### src/rtl/counter_mod.sv
// counter_mod: parametrised synchronous up/down modulo counter.
// The count range is 0..limit. The counter supports parallel load (clamped to limit),
// wrap-or-saturate at the bounds, and a registered one-cycle wrap pulse.
// Priority on each rising edge: reset > load > en > hold.
module counter_mod #(
    parameter int WIDTH = 6
) (
    input  logic             clock,
    input  logic             reset,
    input  logic             en,
    input  logic             up,
    input  logic             sat,
    input  logic             load,
    input  logic [WIDTH-1:0] load_val,
    input  logic [WIDTH-1:0] limit,
    output logic [WIDTH-1:0] q,
    output logic             wrap,
    output logic             at_max,
    output logic             at_zero
);

    // Architectural state: the count and the wrap pulse. There is no other state.
    logic [WIDTH-1:0] r_q;
    logic             r_wrap;

    // Next-state values, and compares shared by the step logic and the status outputs.
    logic [WIDTH-1:0] w_q_next;
    logic             w_wrap_next;
    logic             w_ge_limit;
    logic             w_gt_limit;
    logic             w_is_zero;
    logic [WIDTH-1:0] w_load_clamped;

    assign w_ge_limit     = (r_q >= limit);
    assign w_gt_limit     = (r_q > limit);
    assign w_is_zero      = (r_q == '0);
    assign w_load_clamped = (load_val > limit) ? limit : load_val;

    // Next count and wrap pulse for load, enabled step and hold (reset is applied in the register)
    always_comb begin
        w_q_next    = r_q;
        w_wrap_next = 1'b0;
        if (load) begin
            w_q_next = w_load_clamped;
        end else if (en) begin
            if (up) begin
                if (!w_ge_limit) begin
                    // Cannot overflow: r_q < limit <= 2^WIDTH-1
                    w_q_next = r_q + WIDTH'(1);
                end else if (sat) begin
                    // Also pulls a count above a lowered limit back down to the limit
                    w_q_next = limit;
                end else begin
                    w_q_next    = '0;
                    w_wrap_next = 1'b1;
                end
            end else begin
                if (w_gt_limit) begin
                    // Limit was lowered under the count: snap to the top, no wrap
                    w_q_next = limit;
                end else if (!w_is_zero) begin
                    w_q_next = r_q - WIDTH'(1);
                end else if (!sat) begin
                    w_q_next    = limit;
                    w_wrap_next = 1'b1;
                end
                // At zero in saturate mode the count holds at zero
            end
        end
    end

    // State register with synchronous active-high reset
    always_ff @(posedge clock) begin
        if (reset) begin
            r_q    <= '0;
            r_wrap <= 1'b0;
        end else begin
            r_q    <= w_q_next;
            r_wrap <= w_wrap_next;
        end
    end

    assign q       = r_q;
    assign wrap    = r_wrap;
    // Status flags are combinational from the registered count and the live limit
    assign at_max  = w_ge_limit;
    assign at_zero = w_is_zero;

endmodule

### config.mk
export PLATFORM = sky130hd
export DESIGN_NAME = counter_mod
export DESIGN_NICKNAME = d
export VERILOG_FILES = /design/src/rtl/counter_mod.sv
export SDC_FILE = /design/constraint.sdc
export NUM_CORES = 1
export LEC_CHECK = 0
export ABC_AREA = 0
export CAP_MARGIN = 0
export CORE_MARGIN = 3
export CORE_UTILIZATION = 56
export CTS_BUF_LIST = sky130_fd_sc_hd__clkbuf_2
export CTS_CLUSTER_DIAMETER = 100
export CTS_CLUSTER_SIZE = 12
export DETAILED_ROUTE_END_ITERATION = 10
export PLACE_DENSITY = 0.88
export SLEW_MARGIN = 0
export SYNTH_ARGS = -nofsm -noshare
export SYNTH_HDL_FRONTEND = slang
export SYNTH_SLANG_ARGS = --single-unit
### constraint.sdc
create_clock -name clock -period 4.2 [get_ports clock]
set_clock_uncertainty 0.15 [all_clocks]
set_input_delay 1.26 -clock clock [delete_from_list [all_inputs] [get_ports clock]]
set_output_delay 1.26 -clock clock [all_outputs]
set_load 0.05 [all_outputs]
; ---- Word level (Yosys, flattened, before mapping)
; Index checks and enable logic that the tools add are counted.
[word_totals]
reg_bits = 7
[classes]
muxes = 14
add_sub_neg = 2
n_lt_le_gt_ge = 3
eq_ne = 1
bitwise_logic = 1
reduce_logical = 4
[ops]
columns = op, n
row1 = two-way mux 6 bit, 9
row2 = > comparator 6 bit, 2
row3 = "adder 6 x 1 -> 6 bit, second input constant", 1
row4 = >= comparator 6 bit, 1
row5 = logical NOT 6 bit, 1
row6 = "subtractor 6 x 1 -> 6 bit, second input constant", 1
row7 = two-way mux 1 bit, 5
row8 = "inequality test 5 x 4 -> 1 bit, second input constant", 1
row9 = OR reduction 3 bit, 1
row10 = AND reduction 2 bit, 1
row11 = nonzero test 2 bit, 1
row12 = inverter 1 bit, 1

; ---- Logic depth before layout (Yosys ltp)
[depth]
depth_word = 6
depth_mapped = 9
mapped_depth_nobuf = 8

; ---- Least setup slack after synthesis
; OpenSTA, ideal clock, no wires.
[synth_path]
kind = input port to output port
start = in limit[5]
end = out at_max
arrival_time_ns = 2.868
n_path_buf = 0
cell_stages = 4
path_slack_ns = -0.078
path_cell_list = inv_1 > ha_1 > nand4_1 > o21ai_1
[synth_between]
elab_chain_len = 1
[synth_rtl]
columns = item, line
row1 = start: declaration, 15  ; input logic [WIDTH-1:0] limit,
row2 = >= comparator 6 bit, 34  ; assign w_ge_limit = (r_q >= limit);
row3 = end: declaration, 18  ; output logic at_max,
; Every way passes these cells.

; ---- Final worst setup path
[layout_path]
start = in limit[4]
end = out at_max
; Same word-level chain as after synthesis.

==> flow_summary.ini <==
[global_routing]
antenna_found_initial = 0
overflow = 0
grt_max_degree = 14
first_global_vias = 1241
grt_first_pass_wirelength_um = 5600
globalRouteTotalUtil = 0.288

[sta]
setup_viol = 0
period_minus_slack_ps = 4200
finalHoldViolCount = 0
drv_slew = 0
max_freq_mhz = 238
finalCritPeriodShare = 1.00
worst_slew_pin_slew_ps = 503
relSlewSlack = 0.664

[run]
max_cap_viol_count = 0

[yosys]
netlist_top_cells_area = ha_1 16%, dfxtp_1 12%, mux2i_1 12%
synthAdderAreaFrac = 0.164
ys_warn_count = 0
synth_compound_gate_area_share = 0.223
synth_flop_cell = dfxtp_1
syn_nets = 174
synth_most_common_cell = ha_1
syn_area_sq_mm = 0.00114
synth_top_family_by_area = compound AO/OA/AOI/OAI gates
yosys.area_share.simple = 0.192
synth_edf_count = 0
ys_seq_area_frac = 0.122
ys_ff_latch = 7
synth_xor_area_frac = 0.0612
yosysTopAreaCellShare = 0.164
synth_top_cell_by_area = ha_1
yosysUniqueCellTypes = 45
syn_area_per_cell_sq_um = 8.12
synth_commonest_cells = 15 x ha_1, 14 x mux2i_1, 13 x inv_1
synthMuxAreaShare = 0.152
async_flop_share = 0
synth_cells = 141

[setup_path]
endpoint_kind = primary output
cp_data_arrival_time_ps = 2790
worst_r2r_startpoint = q[3]
worstSetupStartpoint = limit[4]
critical_path_class = input pin to primary output
slowest_delay_ps = 530
path_cells = clkdlybuf4s50_1, inv_1, ha_1, nand4_1, o21ai_2, buf_12
path_max_fanout = 3
required_ps = 2790
start_kind = input pin
worst_path_max_delay_cell = clkdlybuf4s50_1

[cts]
holdBufCountCts = 0
root_buffer = clkbuf_2
cts_buffers = 3
cts_tree = yes
clkTransAtPathRegs_ps = 80
insertion_delay_ps = 260
clock_path_buffers = 2
clock-sinks = 7
htree_levels = 1

[cells_and_area]
syn_to_final_growth_pct = 30.8
drive_gt1_frac = 0.139
nets = 207
diodes = 0
fin_area_sq_mm = 0.00150
finalNonFillerCells = 198

[power]
vdd_ir_drop_max_uv = 284
leakagePower_nw = 0.646
power.density_mw_per_mm2 = 307

[drt]
dr.pass1.iters = 4
via_per_inst = 6.24
vias = 1236
routed_wirelength_um = 3340
antenna_left = 0
drc = 0
drt_iter0_markers = 44
post_drt_wl_per_cell_um = 16.8

[floorplan]
die_y_um = 51.2
die-area_sq_mm = 0.00262
rows = 15
core_sq_mm = 0.00182
initial_core_util = 0.629
io_pins = 27
die_x_um = 51.2

[place]
dp_hpwl_um = 2680
io_buffers = 26
dp_cells = 192
placed_cell_area_sq_mm = 0.00145
place_congestion = 0.934

[run_status]
status = completed

[min_path]
hold_path.class = register to register
hp-start = q[0]
## registers in the layout, indices dropped and copies added, names as in the netlist
register and count:
q 6, wrap 1
## what timing repair did
item / in CTS / in global routing
hold endpoints to repair: 0 / 0
buffers inserted: 0 / 2
setup endpoints to repair: 0 / 1
gates resized for setup: 0 / 1
## per-stage QoR
step	total power, mW	utilization	setup WS [ps]	setup TNS (ps)	hold WS [ps]
floorplan	0.299	-	321	0	631
global placement	0.383	0.797	98.0	0	457
detailed placement	0.393	0.797	10.3	0	486
CTS	0.450	0.808	4.38	0	504
global route	0.491	0.823	-44.1	-44.1	577
finish	0.460	0.823	0.297	0	515
## layer usage
layer	global-route usage	vias up	part of all wire
li1	-	591	-
met1	0.347	585	0.42
met2	0.489	51	0.49
met3	0.0525	9	0.074
met4	0.140	0	0.019
met5	0	-	0
## worst paths after layout
path	slack, ps	to	cells past startpoint
setup / recovery	0.3	at_max	6
hold / removal	520	q[0]	2
setup reg to reg	1550	q[4]	9
hold reg to reg	520	q[0]	2
## critical path: cells and delay by family
family                     cells  cell delay [ps]
AOI/OAI and AO/OA              1              240
adders and majority gates      1              330
buffers and inverters          3              800
and+or+nand+nor                1              160
## where the power goes
| part | internal [mW] | switching, mW |
|---|---|---|
| Sequential | 0.0744 | 0.0211 |
| Clock | 0.0253 | 0.0294 |
| Combinational | 0.144 | 0.166 |
## area by class of cell
type | count | area (sq um)
multi-input combinational | 114 | 923
timing repair buffer | 34 | 330
fill | 123 | 323
sequential | 7 | 140
inverter | 14 | 52.6
tap | 25 | 31.3
clock buffer | 4 | 20.0
## cell families after synthesis
logic type / Yosys count
AOI/OAI and AO/OA: 33
xor gates and xnor gates: 8
adders and majority gates: 15
buffers and inverters: 20
DFF: 7
muxes: 17
and+or+nand+nor: 41
## cell usage in the layout (no fill, tap or decap), drive strengths merged, types with 2 or more instances in the layout
cell type      synthesis  routed
a211o                  2       2
a21oi                  8       8
a22oi                  2       2
a31o                   3       3
and3                   2       2
buf                    4       9
clkbuf                 1       4
clkdlybuf4s50          1      25
dfxtp                  7       7
ha                    15      15
inv                   13      13
mux2                   3       3
mux2i                 14      14
nand2                 11      11
nand2b                 3       3
nand3                  6       6
nand4                  2       2
nor2                   6       6
nor3                   2       2
nor3b                  3       3
nor4                   2       2
o211ai                 4       4
o21ai                  4       4
o32ai                  2       2
xnor2                  4       4
xor2                   4       4
No activity file was read; power rests on OpenSTA's default activity.
==> patch 1 (same flow settings) <==
Make the reset (`reset`) asynchronous in one clocked block. Comments in the files are not updated.
--- a/src/rtl/counter_mod.sv
+++ b/src/rtl/counter_mod.sv
@@ -72,3 +72,3 @@
     // State register with synchronous active-high reset
-    always_ff @(posedge clock) begin
+    always_ff @(posedge clock or posedge reset) begin
         if (reset) begin
Formal check against the unedited RTL: differs if reset is asserted again (counterexample within 4 cycles, from zero or initial values and one cycle with reset high); with reset held inactive, the same outputs for 10 cycles.
==> patch 1 against the unedited design <==
  * The flow now finishes with violations (setup timing)
  * Wire length rose by 15%
  * Design area rose by 1.3%
  * Area after synthesis rose by 0.11%
  * Total power rose by 51%
  * Critical path depth rose by 1
  * Sequential cell count did not move
  * Critical endpoint unchanged
  * Setup slack got worse by 0.011 ns
  * First-iteration DRC count rose by 14%
  * Die area barely moved
==> patch 1: results (changes against the unedited design) <==
INFO  metric run_status = finished, violations left (was complete, no violations)
INFO  metric synth_xor_area_share = 6.11% (was 6.12%)
INFO  metric synthAdderAreaFrac = 16.4% (about the same)
INFO  metric synth_cell_type_count = 41 (was 45)
INFO  metric post-route-worst-setup-slack = -0.0106 ns (was 0.000297 ns)
INFO  metric final_setup_violating_endpoints = 1 (was 0)
INFO  metric vdd.ir_drop.worst = 0.453 mV (was 0.284 mV)
INFO  metric post_route_cells_drive_above_1_share = 14.5% (was 13.9%)
INFO  metric worst_slew_pin_slew = 0.541 ns (was 0.503 ns)
INFO  metric timing.hold.worst.start = q[4] (was q[0])
INFO  metric cellLeakagePower = 0.694 nW (was 0.646 nW)
INFO  metric grt_usage = 30.4% (was 28.8%)
INFO  metric synthTopCellsByArea = ha_1, dfrtp_1, mux2i_1 (was ha_1, dfxtp_1, mux2i_1)
INFO  metric synth_async_reset_ratio = 100% (was 0%)
INFO  metric r2r-start = q[3] (unchanged)
INFO  metric rr_endpoint = q[2] (was q[4])
INFO  metric routed_wirelength = 3840 um (was 3340 um)
INFO  metric synth-compound-area-share = 25.7% (was 22.3%)
INFO  metric yosys-mux-area-fraction = 11.6% (was 15.2%)
INFO  metric vias = 1324 (was 1236)
INFO  metric synthCells = 142 (was 141)
INFO  metric synth.net_count = 175 (was 174)
INFO  metric violations = setup timing
INFO  metric flip_flop_cell_with_the_highest_count_after_synthesis = dfrtp_1 (was dfxtp_1)
INFO  metric post-place-cells = 194 (was 192)
INFO  metric synth_common_cells = ha_1, inv_1, a21oi_1 (was ha_1, mux2i_1, inv_1)
INFO  metric synth-seq-area-share = 15.3% (was 12.2%)
INFO  metric worstSkewPairLatency = 0.23 ns (was 0.26 ns)
INFO  metric via_count_of_the_first_global_routing_pass = 1357 (was 1241)
INFO  metric totalNegativeSetupSlack = -0.0106 ns (was 0 ns)
-- patch 1: how the worst max path moves through the flow --
stage / from / end / slack, ns / cells past startpoint
2_1_floorplan: limit[5] / at_max / 0.32 / 4
3_3_place_gp: limit[2] / at_max / 0.09 / 6
3_5_place_dp: limit[4] / at_max / 0.06 / 6
4_1_cts: limit[4] / at_max / 0.04 / 6
5_1_grt: limit[3] / at_max / -0.06 / 7
6_report: limit[3] / at_max / -0.01 / 7
-- patch 1: cells by family after synthesis --
group | count (synthesis)
compound gates | 40
xor+xnor | 8
fa+ha+maj | 15
buf+inv | 19
flops | 7
mux | 13
simple gates | 40
-- patch 1: cell type report --
cell class              count  area (sq um)  area share, %
multi-input cells         116           921           60.7
well taps                  25          31.3           2.06
inverters                  14          52.6           3.46
repair buffers             32           318           20.9
clock buffers               4          20.0           1.32
flip-flops and latches      7           175           11.5
-- patch 1: power breakdown --
part,switching [mW],internal [mW],leakage (nW)
registers,0.0530,0.0849,0.0846
clock network,0.0244,0.0253,0.0166
logic,0.285,0.224,0.593
total,0.362,0.335,0.694
-- patch 1: timing repair --
action                                  4_1_cts  5_1_grt
endpoints found under the setup margin        0        1
endpoints found under the hold margin         0        0
gates resized for setup                       0        5
-- patch 1: metrics by stage --
stage	instance area (sq um)	setup WS, ns
6_report	1520	-0.0106
3_3_place_gp	1460	0.0932
3_5_place_dp	1460	0.0636
5_1_grt	1520	-0.0573
4_1_cts	1480	0.0447
2_1_floorplan	1150	0.319
-- patch 1: metal layers --
metal | global-route usage (%) | part of all wire, % | vias up
met1 | 34.2 | 37 | 636
li1 | - | - | 585
met4 | 17.0 | 4.6 | 0
met3 | 8.75 | 9.3 | 19
met2 | 51.1 | 49 | 84
met5 | 0 | 0 | -
-- patch 1: worst register-to-register path, delay by kind of cell, from the launching register on --
family	cells	cell delay [ns]
buffers and inverters	1	0.15
flip-flops	1	0.51
AO/OA/AOI/OAI	5	1.17
multiplexers	1	0.15
adder cells (fa/ha/maj)	1	0.43
==> patch 2 (same flow settings) <==
Without the edit above. Change the parameter `WIDTH` from 6 to 4.
--- a/src/rtl/counter_mod.sv
+++ b/src/rtl/counter_mod.sv
@@ -5,3 +5,3 @@
 module counter_mod #(
-    parameter int WIDTH = 6
+    parameter int WIDTH = 4
 ) (
Interface: changed (resized limit, load_val and q); port bits go from 27 to 21. The function was not compared with the original's and may differ.
==> patch 2 against the unedited design <==
  * Die area is 24% lower
  * Setup slack better by 0.054 ns
  * Critical path depth is 1 higher
  * Wire length is 14% lower
  * First-iteration DRC count is 11% lower
  * Non-clock buffer count is 1 lower
  * Sequential cell count is 2 lower
  * Design area is 20% lower
  * Total power is 22% lower
  * Area after synthesis is 27% lower
  * Utilization is 6.1 points higher
  * Largest cell class unchanged
  * Largest power group unchanged
==> patch 2: results (changes against the unedited design) <==
INFO  metric final-nonclk-buf-share = 24.9% (was 22.1%)
INFO  metric largest_register_ff_count = 4 (was 6)
INFO  metric num-nonclk-buffers = 33 (was 34)
INFO  metric synth_cell_type_count = 47 (was 45)
INFO  metric slowest_delay = 0.51 ns (was 0.53 ns)
INFO  metric synth-compound-area-share = 30.4% (was 22.3%)
INFO  metric vdd.ir_drop.worst = 0.231 mV (was 0.284 mV)
INFO  metric synth_common_cells = ha_1, inv_1, mux2i_1, nand2_1, nor2_1 (was ha_1, mux2i_1, inv_1)
INFO  metric dp_hpwl = 2060 um (was 2680 um)
INFO  metric area_taken_by_flip_flops_and_latches = 100 sq um (was 140 sq um)
INFO  metric share_clk_of_total_power = 13.5% (was 11.9%)
INFO  metric post_route_cells_drive_above_1_share = 27.4% (was 13.9%)
INFO  metric port-buffer-count = 20 (was 26)
INFO  metric p_comb = 0.246 mW (was 0.310 mW)
INFO  metric areaGrowthSynthToFinish = 43.5% (was 30.8%)
INFO  metric via_count_of_the_first_global_routing_pass = 1054 (was 1241)
INFO  metric power.total = 0.360 mW (was 0.460 mW)
INFO  metric place_congestion = 0.939 (was 0.934)
INFO  metric synthAdderAreaFrac = 15.0% (was 16.4%)
INFO  metric multi_input_gate_share_of_the_layout_cell_area = 60.6% (was 61.7%)
INFO  metric synth-seq-area-share = 12.0% (was 12.2%)
INFO  metric routed_via_density = 6.65 (was 6.24)
INFO  metric rr_endpoint = q[2] (was q[4])
INFO  metric cellLeakagePower = 0.515 nW (was 0.646 nW)
INFO  metric global_route_wire_length_before_repair = 4830 um (was 5600 um)
INFO  metric synthTopCellsByArea = ha_1, dfxtp_1, mux2i_1 (unchanged)
INFO  metric run_status = complete, no violations (unchanged)
INFO  metric yosys-mux-area-fraction = 9.77% (was 15.2%)
INFO  metric die_w = 44.5 um (was 51.2 um)
INFO  metric grt_start_max_net_pins = 16 (was 14)
INFO  metric synth_xor_area_share = 3.16% (was 6.12%)
INFO  metric crit_fanout = 6 (was 3)
INFO  metric cts_resized = 6 (was 0)
INFO  metric synth.net_count = 124 (was 174)
INFO  metric worst-r2r-setup-slack = 1.52 ns (was 1.55 ns)
INFO  metric count_of_inverters_other_than_clock_inverters_in_the_layout = 9 (was 14)
INFO  metric final-instance-count-excl-fill = 150 (was 198)
INFO  metric routed_wire_length_per_instance = 19.2 um (was 16.8 um)
INFO  metric drtIter0Drc = 39 (was 44)
INFO  metric placement.cell_area = 1130 sq um (was 1450 sq um)
INFO  metric fillerInstances = 68 (was 123)
INFO  metric detailedPlace.worstSlack = -0.144 ns (was 0.0103 ns)
-- patch 2: changes by cell type after synthesis, moves of 4 or more --
cell	unedited run	this run
o22ai_1	0	4
ha_1	15	10
inv_1	13	8
nand2_1	11	7
mux2i_1	14	7
a21oi_1	8	4
-- patch 2: worst max path at each step --
stage / slack [ns] / from / cells after the start / endpoint
after floorplan: 0.27 / limit[1] / 6 / at_max
after detailed placement: -0.14 / limit[1] / 8 / at_max
after global placement: -0.08 / limit[1] / 8 / at_max
after CTS: 0.03 / limit[3] / 7 / at_max
after global routing: 0.0004 / limit[3] / 7 / at_max
final: 0.05 / limit[3] / 7 / at_max
-- patch 2: critical path: cells and delay by family --
family | cells | cell delay, ns
buf+inv | 4 | 0.80
simple gates | 2 | 0.40
fa+ha+maj | 1 | 0.27
-- patch 2: per-layer routing --
metal / GRT usage (%) / vias to the layer above / routed length, um
met1: 34.3 / 448 / 1060
met5: 0 / - / 0
met4: 18.7 / 0 / 163
met3: 7.32 / 27 / 251
li1: - / 454 / -
met2: 60.2 / 69 / 1410
